## config.mk

```make
export PLATFORM = sky130hd
export DESIGN_NAME = cu_sequencer
export DESIGN_NICKNAME = d
export VERILOG_FILES = /design/src/rtl/cu_pkg.sv /design/src/rtl/cond_eval.sv /design/src/rtl/cu_sequencer.sv
export SDC_FILE = /design/constraint.sdc
export NUM_CORES = 1
export LEC_CHECK = 0
export BUFFER_PORTS_ARGS = -buffer_cell sky130_fd_sc_hd__buf_2
export CORE_MARGIN = 2
export CORE_UTILIZATION = 50
export CTS_CLUSTER_SIZE = 20
export DETAILED_ROUTE_END_ITERATION = 7
export GPL_TIMING_DRIVEN = 1
export PLACE_DENSITY = 0.76
export SETUP_SLACK_MARGIN = 0.5
export SYNTH_ARGS = -nofsm -noshare
export SYNTH_HDL_FRONTEND = slang
export SYNTH_SLANG_ARGS = --single-unit
```

## constraint.sdc

```tcl
create_clock -name Clk -period 2.5 [get_ports Clk]
set_clock_uncertainty 0.1 [all_clocks]
set_input_delay 0 -clock Clk [delete_from_list [all_inputs] [get_ports Clk]]
set_output_delay 0 -clock Clk [all_outputs]
set_load 0.01 [all_outputs]
```

## src/rtl/cu_pkg.sv

```systemverilog
// Shared encodings for the control sequencer: FSM states, instruction
// classes, condition codes and the per-state strobe decode.
package cu_pkg;

  typedef enum logic [3:0] {
    RST    = 4'd0,
    F_ADDR = 4'd1,
    F_WAIT = 4'd2,
    DECODE = 4'd3,
    EX_DP  = 4'd4,
    M_ADDR = 4'd5,
    M_WAIT = 4'd6,
    M_WB   = 4'd7,
    LINK   = 4'd8,
    BR     = 4'd9,
    FAULT  = 4'd15
  } state_e;

  localparam logic [2:0] OP_DP    = 3'd0;
  localparam logic [2:0] OP_LOAD  = 3'd1;
  localparam logic [2:0] OP_STORE = 3'd2;
  localparam logic [2:0] OP_B     = 3'd3;
  localparam logic [2:0] OP_BL    = 3'd4;

  localparam logic [3:0] COND_EQ = 4'h0;
  localparam logic [3:0] COND_NE = 4'h1;
  localparam logic [3:0] COND_CS = 4'h2;
  localparam logic [3:0] COND_CC = 4'h3;
  localparam logic [3:0] COND_MI = 4'h4;
  localparam logic [3:0] COND_PL = 4'h5;
  localparam logic [3:0] COND_VS = 4'h6;
  localparam logic [3:0] COND_VC = 4'h7;
  localparam logic [3:0] COND_HI = 4'h8;
  localparam logic [3:0] COND_LS = 4'h9;
  localparam logic [3:0] COND_GE = 4'hA;
  localparam logic [3:0] COND_LT = 4'hB;
  localparam logic [3:0] COND_GT = 4'hC;
  localparam logic [3:0] COND_LE = 4'hD;
  localparam logic [3:0] COND_AL = 4'hE;
  localparam logic [3:0] COND_NV = 4'hF;

  typedef struct packed {
    logic pc_ld;
    logic mar_ld;
    logic mdr_ld;
    logic rf_ld;
    logic fr_ld;
    logic pc_sel;
    logic link_sel;
    logic mov;
    logic rw;
    logic fault;
  } ctl_t;

  // Moore strobe set for a state; class and S bit come from the held IR.
  function automatic ctl_t state_ctl(input state_e st, input logic is_load,
                                     input logic is_store, input logic s_bit);
    ctl_t c;
    c = '0;
    case (st)
      F_ADDR: begin
        c.mar_ld = 1'b1;
        c.pc_ld  = 1'b1;
      end
      F_WAIT: begin
        c.mov = 1'b1;
        c.rw  = 1'b1;
      end
      EX_DP: begin
        c.rf_ld = 1'b1;
        c.fr_ld = s_bit;
      end
      M_ADDR: begin
        c.mar_ld = 1'b1;
        c.mdr_ld = is_store;
      end
      M_WAIT: begin
        c.mov = 1'b1;
        c.rw  = is_load;
      end
      M_WB: c.rf_ld = 1'b1;
      LINK: begin
        c.rf_ld    = 1'b1;
        c.link_sel = 1'b1;
      end
      BR: begin
        c.pc_ld  = 1'b1;
        c.pc_sel = 1'b1;
      end
      FAULT: c.fault = 1'b1;
      default: c = '0;
    endcase
    return c;
  endfunction

endpackage

```

## src/rtl/cond_eval.sv

```systemverilog
// Combinational evaluation of the 4-bit condition field against NZCV.
module cond_eval
  import cu_pkg::*;
(
  input  logic [3:0] Cond,
  input  logic       N,
  input  logic       Z,
  input  logic       C,
  input  logic       V,
  output logic       Cond_True
);

  always_comb begin
    Cond_True = 1'b0;
    case (Cond)
      COND_EQ: Cond_True = Z;
      COND_NE: Cond_True = !Z;
      COND_CS: Cond_True = C;
      COND_CC: Cond_True = !C;
      COND_MI: Cond_True = N;
      COND_PL: Cond_True = !N;
      COND_VS: Cond_True = V;
      COND_VC: Cond_True = !V;
      COND_HI: Cond_True = C && !Z;
      COND_LS: Cond_True = !C || Z;
      COND_GE: Cond_True = (N == V);
      COND_LT: Cond_True = (N != V);
      COND_GT: Cond_True = !Z && (N == V);
      COND_LE: Cond_True = Z || (N != V);
      COND_AL: Cond_True = 1'b1;
      COND_NV: Cond_True = 1'b0;
      default: Cond_True = 1'b0;
    endcase
  end

endmodule

```

## src/rtl/cu_sequencer.sv

```systemverilog
// Multi-cycle control sequencer: fetch, decode/condition check, execute,
// memory handshake with timeout, writeback.
module cu_sequencer
  import cu_pkg::*;
#(
  parameter int unsigned WAIT_LIMIT = 15,
  parameter int unsigned CNT_W      = 4
) (
  input  logic       Clk,
  input  logic       Reset_n,
  input  logic [2:0] Op_Class,
  input  logic [3:0] Cond,
  input  logic       S_bit,
  input  logic       N,
  input  logic       Z,
  input  logic       C,
  input  logic       V,
  input  logic       MOC,
  output logic       PC_Ld,
  output logic       IR_Ld,
  output logic       MAR_Ld,
  output logic       MDR_Ld,
  output logic       RF_Ld,
  output logic       FR_Ld,
  output logic       PC_Sel,
  output logic       Link_Sel,
  output logic       MOV,
  output logic       RW,
  output logic       Fault,
  output logic [3:0] State
);

  state_e           state_q, state_d;
  logic [CNT_W-1:0] cnt_q, cnt_d;
  ctl_t             ctl_q, ctl_d;
  logic             cond_true;
  logic             is_load;
  logic             is_store;
  logic             wait_expired;

  cond_eval u_cond_eval (
    .Cond      (Cond),
    .N         (N),
    .Z         (Z),
    .C         (C),
    .V         (V),
    .Cond_True (cond_true)
  );

  assign is_load      = (Op_Class == OP_LOAD);
  assign is_store     = (Op_Class == OP_STORE);
  // Last permitted wait cycle: without MOC here the handshake has timed out.
  assign wait_expired = (cnt_q == CNT_W'(WAIT_LIMIT - 1));

  always_comb begin
    state_d = state_q;
    cnt_d   = cnt_q;
    case (state_q)
      RST: state_d = F_ADDR;
      F_ADDR: begin
        state_d = F_WAIT;
        cnt_d   = '0;
      end
      F_WAIT: begin
        if (MOC) begin
          state_d = DECODE;
        end else if (wait_expired) begin
          state_d = FAULT;
        end else begin
          cnt_d = cnt_q + 1'b1;
        end
      end
      DECODE: begin
        if (!cond_true) begin
          state_d = F_ADDR;
        end else begin
          case (Op_Class)
            OP_DP:             state_d = EX_DP;
            OP_LOAD, OP_STORE: state_d = M_ADDR;
            OP_B:              state_d = BR;
            OP_BL:             state_d = LINK;
            default:           state_d = F_ADDR;
          endcase
        end
      end
      EX_DP: state_d = F_ADDR;
      M_ADDR: begin
        state_d = M_WAIT;
        cnt_d   = '0;
      end
      M_WAIT: begin
        if (MOC) begin
          state_d = is_load ? M_WB : F_ADDR;
        end else if (wait_expired) begin
          state_d = FAULT;
        end else begin
          cnt_d = cnt_q + 1'b1;
        end
      end
      M_WB:    state_d = F_ADDR;
      LINK:    state_d = BR;
      BR:      state_d = F_ADDR;
      FAULT:   state_d = FAULT;
      default: state_d = FAULT;
    endcase
  end

  // Strobes are decoded from the next state so they are flops aligned with state_q.
  assign ctl_d = state_ctl(state_d, is_load, is_store, S_bit);

  always_ff @(posedge Clk or negedge Reset_n) begin
    if (!Reset_n) begin
      state_q <= RST;
      cnt_q   <= '0;
      ctl_q   <= '0;
    end else begin
      state_q <= state_d;
      cnt_q   <= cnt_d;
      ctl_q   <= ctl_d;
    end
  end

  // IR_Ld and the load-side MDR_Ld must react to MOC within the same cycle.
  assign IR_Ld    = (state_q == F_WAIT) && MOC;
  assign MDR_Ld   = ctl_q.mdr_ld || ((state_q == M_WAIT) && is_load && MOC);
  assign PC_Ld    = ctl_q.pc_ld;
  assign MAR_Ld   = ctl_q.mar_ld;
  assign RF_Ld    = ctl_q.rf_ld;
  assign FR_Ld    = ctl_q.fr_ld;
  assign PC_Sel   = ctl_q.pc_sel;
  assign Link_Sel = ctl_q.link_sel;
  assign MOV      = ctl_q.mov;
  assign RW       = ctl_q.rw;
  assign Fault    = ctl_q.fault;
  assign State    = state_q;

endmodule

```

# After elaboration in Yosys (flattened, before gate mapping)

Index checks and enable logic that the tools add are counted.

Register bits after elaboration: 18
Input port bits: 15
Output and inout bits: 15
Word-level logic and storage cells: 99

$add $sub $neg: 1
Eq/ne operators: 42
Muxes and demuxes: 20
Reduce and logical (&&, ||, !) cells: 24

Operator list:

| operator                                      | number |
|---|---|
| == test 4 bit, second input constant          | 14 |
| == test 4 x 3 -> 1 bit, second input constant | 12 |
| case mux 4 bit (7 select lines)               | 1 |
| two-way mux 4 bit                             | 6 |
| == test 4 x 2 -> 1 bit, second input constant | 5 |
| case mux 1 bit (16 select lines)              | 1 |
| case mux 4 bit (4 select lines)               | 1 |
| == test 4 x 1 -> 1 bit, second input constant | 3 |
| OR reduction 2 bit                            | 5 |
| zero test 4 bit                               | 2 |
| two-way mux 1 bit                             | 8 |
| case mux 4 bit (2 select lines)               | 1 |
| == test 3 x 2 -> 1 bit, second input constant | 2 |
| logical AND 1 bit                             | 5 |
| adder 4 x 1 -> 4 bit, second input constant   | 1 |
| zero test 1 bit                               | 4 |
| inequality test 2 bit, second input constant  | 2 |
| case mux 2 bit (2 select lines)               | 1 |
| OR reduction 4 bit                            | 1 |
| == test 3 x 1 -> 1 bit, second input constant | 1 |
| == test 3 bit, second input constant          | 1 |
| zero test 3 bit                               | 1 |
| logical OR 1 bit                              | 3 |
| two-way mux 3 bit                             | 1 |
| 5 further kinds                               | 5 |

# Logic depth before layout (Yosys ltp)

Word-level depth: 8
Gate-level depth with buffers: 8
Mapped depth without buffers: 8

# Hierarchy

A second synthesis with hierarchy kept.

Cell total of the unflattened synthesis: 108
Area total of the unflattened synthesis: 1019.7 µm²

Modules (own cells, without submodules):

| module       | times used | cells an instance | area an instance (µm²) | seq. area each (µm²) |
|---|---|---|---|---|
| cu_sequencer | 1          | 85                | 864.6                  | 450.4 |
| cond_eval    | 1          | 23                | 155.1                  | 0.0 |

# Worst setup path after synthesis

Ideal clock, no wire load.

Path type: register to register
Start: register cnt_q[0]
End: register ctl_q, in the netlist PC_Ld
Setup time: 0.127 ns
Arrival time: 1.706 ns
Data required time: 2.273 ns
Setup slack: 0.567 ns
Stages on the path, launching flop included: 8
Path buffers: 0
Clock period less this slack: 1.933 ns
Path through: dfrtp_1 -> inv_1 -> ha_1 -> a31oi_1 -> nand2_1 -> a21oi_1 -> or3_4 -> nor2_1

RTL lines:

| element                | RTL line            | RTL |
|---|---|---|
| from (decl)            | cu_sequencer.sv:34  | `logic [CNT_W-1:0] cnt_q, cnt_d;` |
| from (signal assigned) | cu_sequencer.sv:118 | `cnt_q <= cnt_d;` |
| to (signal assigned)   | cu_sequencer.sv:119 | `ctl_q <= ctl_d;` |
| to (decl)              | cu_sequencer.sv:35  | `ctl_t ctl_q, ctl_d;` |

==> metrics.txt <==
status=completed; Nets=186; combinational power share=0.532; Slew @ Worst Pin=0.4089 ns; Max Clk Rate=0.5213 GHz; Slew Viols, Final=0; die area=2762 sq um; Hold Path End=RW; Sw Ratio=0.4277; DRT iter0 DRCs=27; hold depth=3; Sequential Power Share=0.342; gpl congestion=0.8051; post-synthesis sequential area ratio=0.3822; H-tree depth=1; chip height=52.55 microns; hold_sp=Op_Class[2]; drt via density=5.857; area grow syn2layout=27.71%; initial antenna violation count=0; period utilization=0.7673; relative slew slack=0.7274; worst skew pair latency=0.29 ns; CTS buffer count=3; worst vdd ir=0.8490 mV; post-route DRC violation count=0; DR vias=1148; Filler cells=179; Synth Cell Area=1179 sq um; syn_area_per_cell=9.137 sq um; critical path arrival=2.04 ns; antenna violation net count after detailed routing=0; count of non-filler cells in the finished layout=196; row count=17; DP Cell Count=180; RSZ-0062 raised after global routing=false; Worst Path Class, Setup=register to register; number of I/O pins=30; clock tree from TritonCTS=yes; Initial Utilization=0.5328; Core Area=2212 sq um; clk slew on worst S/H paths=0.10 ns; Cell Pwr Density=942.5 nW/um^2; number of global-route vias before repair=1068; drt pass-1 iters=4; root buffer cell=clkbuf_4; synthesis warning total=0; Tmin final=1.918 ns; first-pass GRT wire length=4623 microns; Synth Instances=129; P_sw=606.8 uW; Worst R2R End=ctl_q[7]; Min-Delay Path Class=input port to register; Post-synth top flop=dfrtp_1; FF+latch count, synth=18; endpoints failing hold=0; reg-to-reg slack, setup=0.58 ns; EDFF count, synth=0; Post-synth ARST share=1.000; RR Startpoint=cnt_q[0]; largest net degree at the start of global routing=19; global-route usage over all layers=0.2242; unique cell type count in the Yosys netlist=44; crit path launch type=register; Syn Nets=146; Register-to-Register Path Depth=7; Clk network pwr share=0.126; CTS Sinks=18; Max-cap violations=0; setup tns final=0 ns; IO Port Bufs=29; Int Pwr=811.8 uW; share of layout cells above drive strength 1=0.3869; routed len/inst=14.75 microns; GR Overflow Total=0; maximum clock path buffer count=2; Worst Path Max Fanout=7; Worst EP required=2.62 ns; leakage=0.0007147 uW; Die X=52.55 microns; final setup violation count=0; DP Wirelength=2011 microns; final wirelength=2891 microns; CP endpoint kind=register; antenna cells=0
==> state kept, by name (all words and copies together), names as in the netlist <==
signal    flops
PC_Ld         1
RW            1
cnt_q         4
MOV           1
Link_Sel      1
FR_Ld         1
PC_Sel        1
State         4
MAR_Ld        1
Fault         1
ctl_q         1
RF_Ld         1
==> routing by layer <==
layer / vias up / GRT usage / routed length, microns
met1: 558 / 0.2951 / 1284
met3: 6 / 0.02000 / 123
li1: 543 / - / -
met4: 0 / 0.1111 / 48
met5: - / 0 / 0
met2: 41 / 0.3667 / 1435
==> critical path, stage by stage (launching register included) <==
cell and delay [ns]:
dfrtp_1 0.41, inv_1 0.07, ha_1 0.23, a31oi_4 0.15, a21oi_1 0.27, a211oi_2 0.09, or3_4 0.37, nor3_2 0.15
==> how the worst max path moves through the flow <==
stage | from | to | slack (ns) | cells past startpoint
6_report | cnt_q[0] | ctl_q[7] | 0.58 | 7
3_3_place_gp | cnt_q[0] | PC_Ld | 0.42 | 7
3_5_place_dp | cnt_q[0] | PC_Ld | 0.28 | 7
2_1_floorplan | cnt_q[0] | PC_Ld | 0.57 | 7
5_1_grt | State[1] | ctl_q[7] | 0.51 | 6
4_1_cts | State[1] | ctl_q[7] | 0.51 | 6
==> synth_stat cells, types with 2 or more instances <==
cell,count,area [sq um]
a21oi_1,6,30.03
nor3_1,3,15.01
a31oi_1,4,25.02
o21bai_1,2,15.01
a21boi_0,2,15.01
o21ai_0,9,45.04
buf_2,2,10.01
and3_1,2,12.51
xor2_1,2,17.52
nand2_1,7,26.28
buf_6,3,33.78
o31ai_1,2,15.01
nand3_1,6,30.03
or2_2,2,12.51
nor3_2,2,20.02
o31ai_2,2,25.02
inv_1,7,26.28
nor2_1,14,52.55
nand2b_1,3,18.77
ha_1,2,25.02
a22o_1,2,17.52
nand3b_1,3,22.52
mux2i_1,2,20.02
o21ai_2,3,26.28
dfrtp_1,18,450.4
==> power groups by stage <==
stage	Clock (uW)	Combinational, uW	Sequential, uW
6_report	179	754	485
5_1_grt	194	819	496
4_1_cts	182	611	505
3_5_place_dp	0	585	500
3_3_place_gp	0	563	499
2_1_floorplan	0	416	485
==> final cells by class <==
cell class	count	area [sq um]	area share
Clock buffer	4	36.28	0.02411
Inverter	7	26.28	0.01746
Multi-Input combinational cell	98	704.4	0.4680
Sequential cell	18	455.4	0.3026
Tap cell	28	35.03	0.02328
Timing Repair Buffer	41	247.7	0.1646
==> cells by family (layout without fill, tap and decap cells) <==
group | Yosys count | count (layout) | share of synthesized area
buf+inv | 13 | 52 | 0.06263
fa+ha+maj | 2 | 2 | 0.02123
compound gates | 40 | 40 | 0.2495
xor+xnor | 3 | 3 | 0.02230
mux | 2 | 2 | 0.01699
simple gates | 51 | 51 | 0.2452
flops | 18 | 18 | 0.3822
==> repair_timing <==
action	in CTS	in global routing
hold endpoints to repair	21	0
gates resized for setup	6	6
setup buffers	0	7
endpoints found under the setup margin	11	7
pin swaps	0	1
hold buffers	5	0
==> placed cells by master (no fill, tap or decap), types with 2 or more instances in the layout <==
cell type      instances
a21boi_0               2
a21oi_1                4
a22o_1                 2
a31oi_1                3
and3_1                 2
buf_2                 29
buf_4                  7
clkbuf_4               3
dfrtp_1               14
dfrtp_2                4
dlygate4sd3_1          5
ha_1                   2
inv_1                  7
mux2i_1                2
nand2_1                7
nand2b_1               3
nand3_1                6
nand3b_1               3
nor2_1                14
nor3_1                 3
nor3_2                 2
o21ai_0                9
o21ai_2                3
o21bai_1               2
o31ai_2                3
or2_2                  2
xor2_1                 2
==> per-stage QoR <==
| stage | hold slack, ns | cell area (sq um) | worst slack [ns] | utilization | total power (uW) |
|---|---|---|---|---|---|
| 2_1_floorplan | -0.3956 | 1179 | 0.5668 | - | 900.9 |
| 3_3_place_gp | -0.1571 | 1311 | 0.4212 | 0.5928 | 1062 |
| 3_5_place_dp | -0.1532 | 1311 | 0.2824 | 0.5928 | 1085 |
| 4_1_cts | 0.01871 | 1425 | 0.5053 | 0.6442 | 1297 |
| 5_1_grt | 0.02440 | 1505 | 0.5074 | 0.6804 | 1508 |
| 6_report | 0.01803 | 1505 | 0.5818 | 0.6804 | 1419 |
Power figures use the tool's default switching activity.
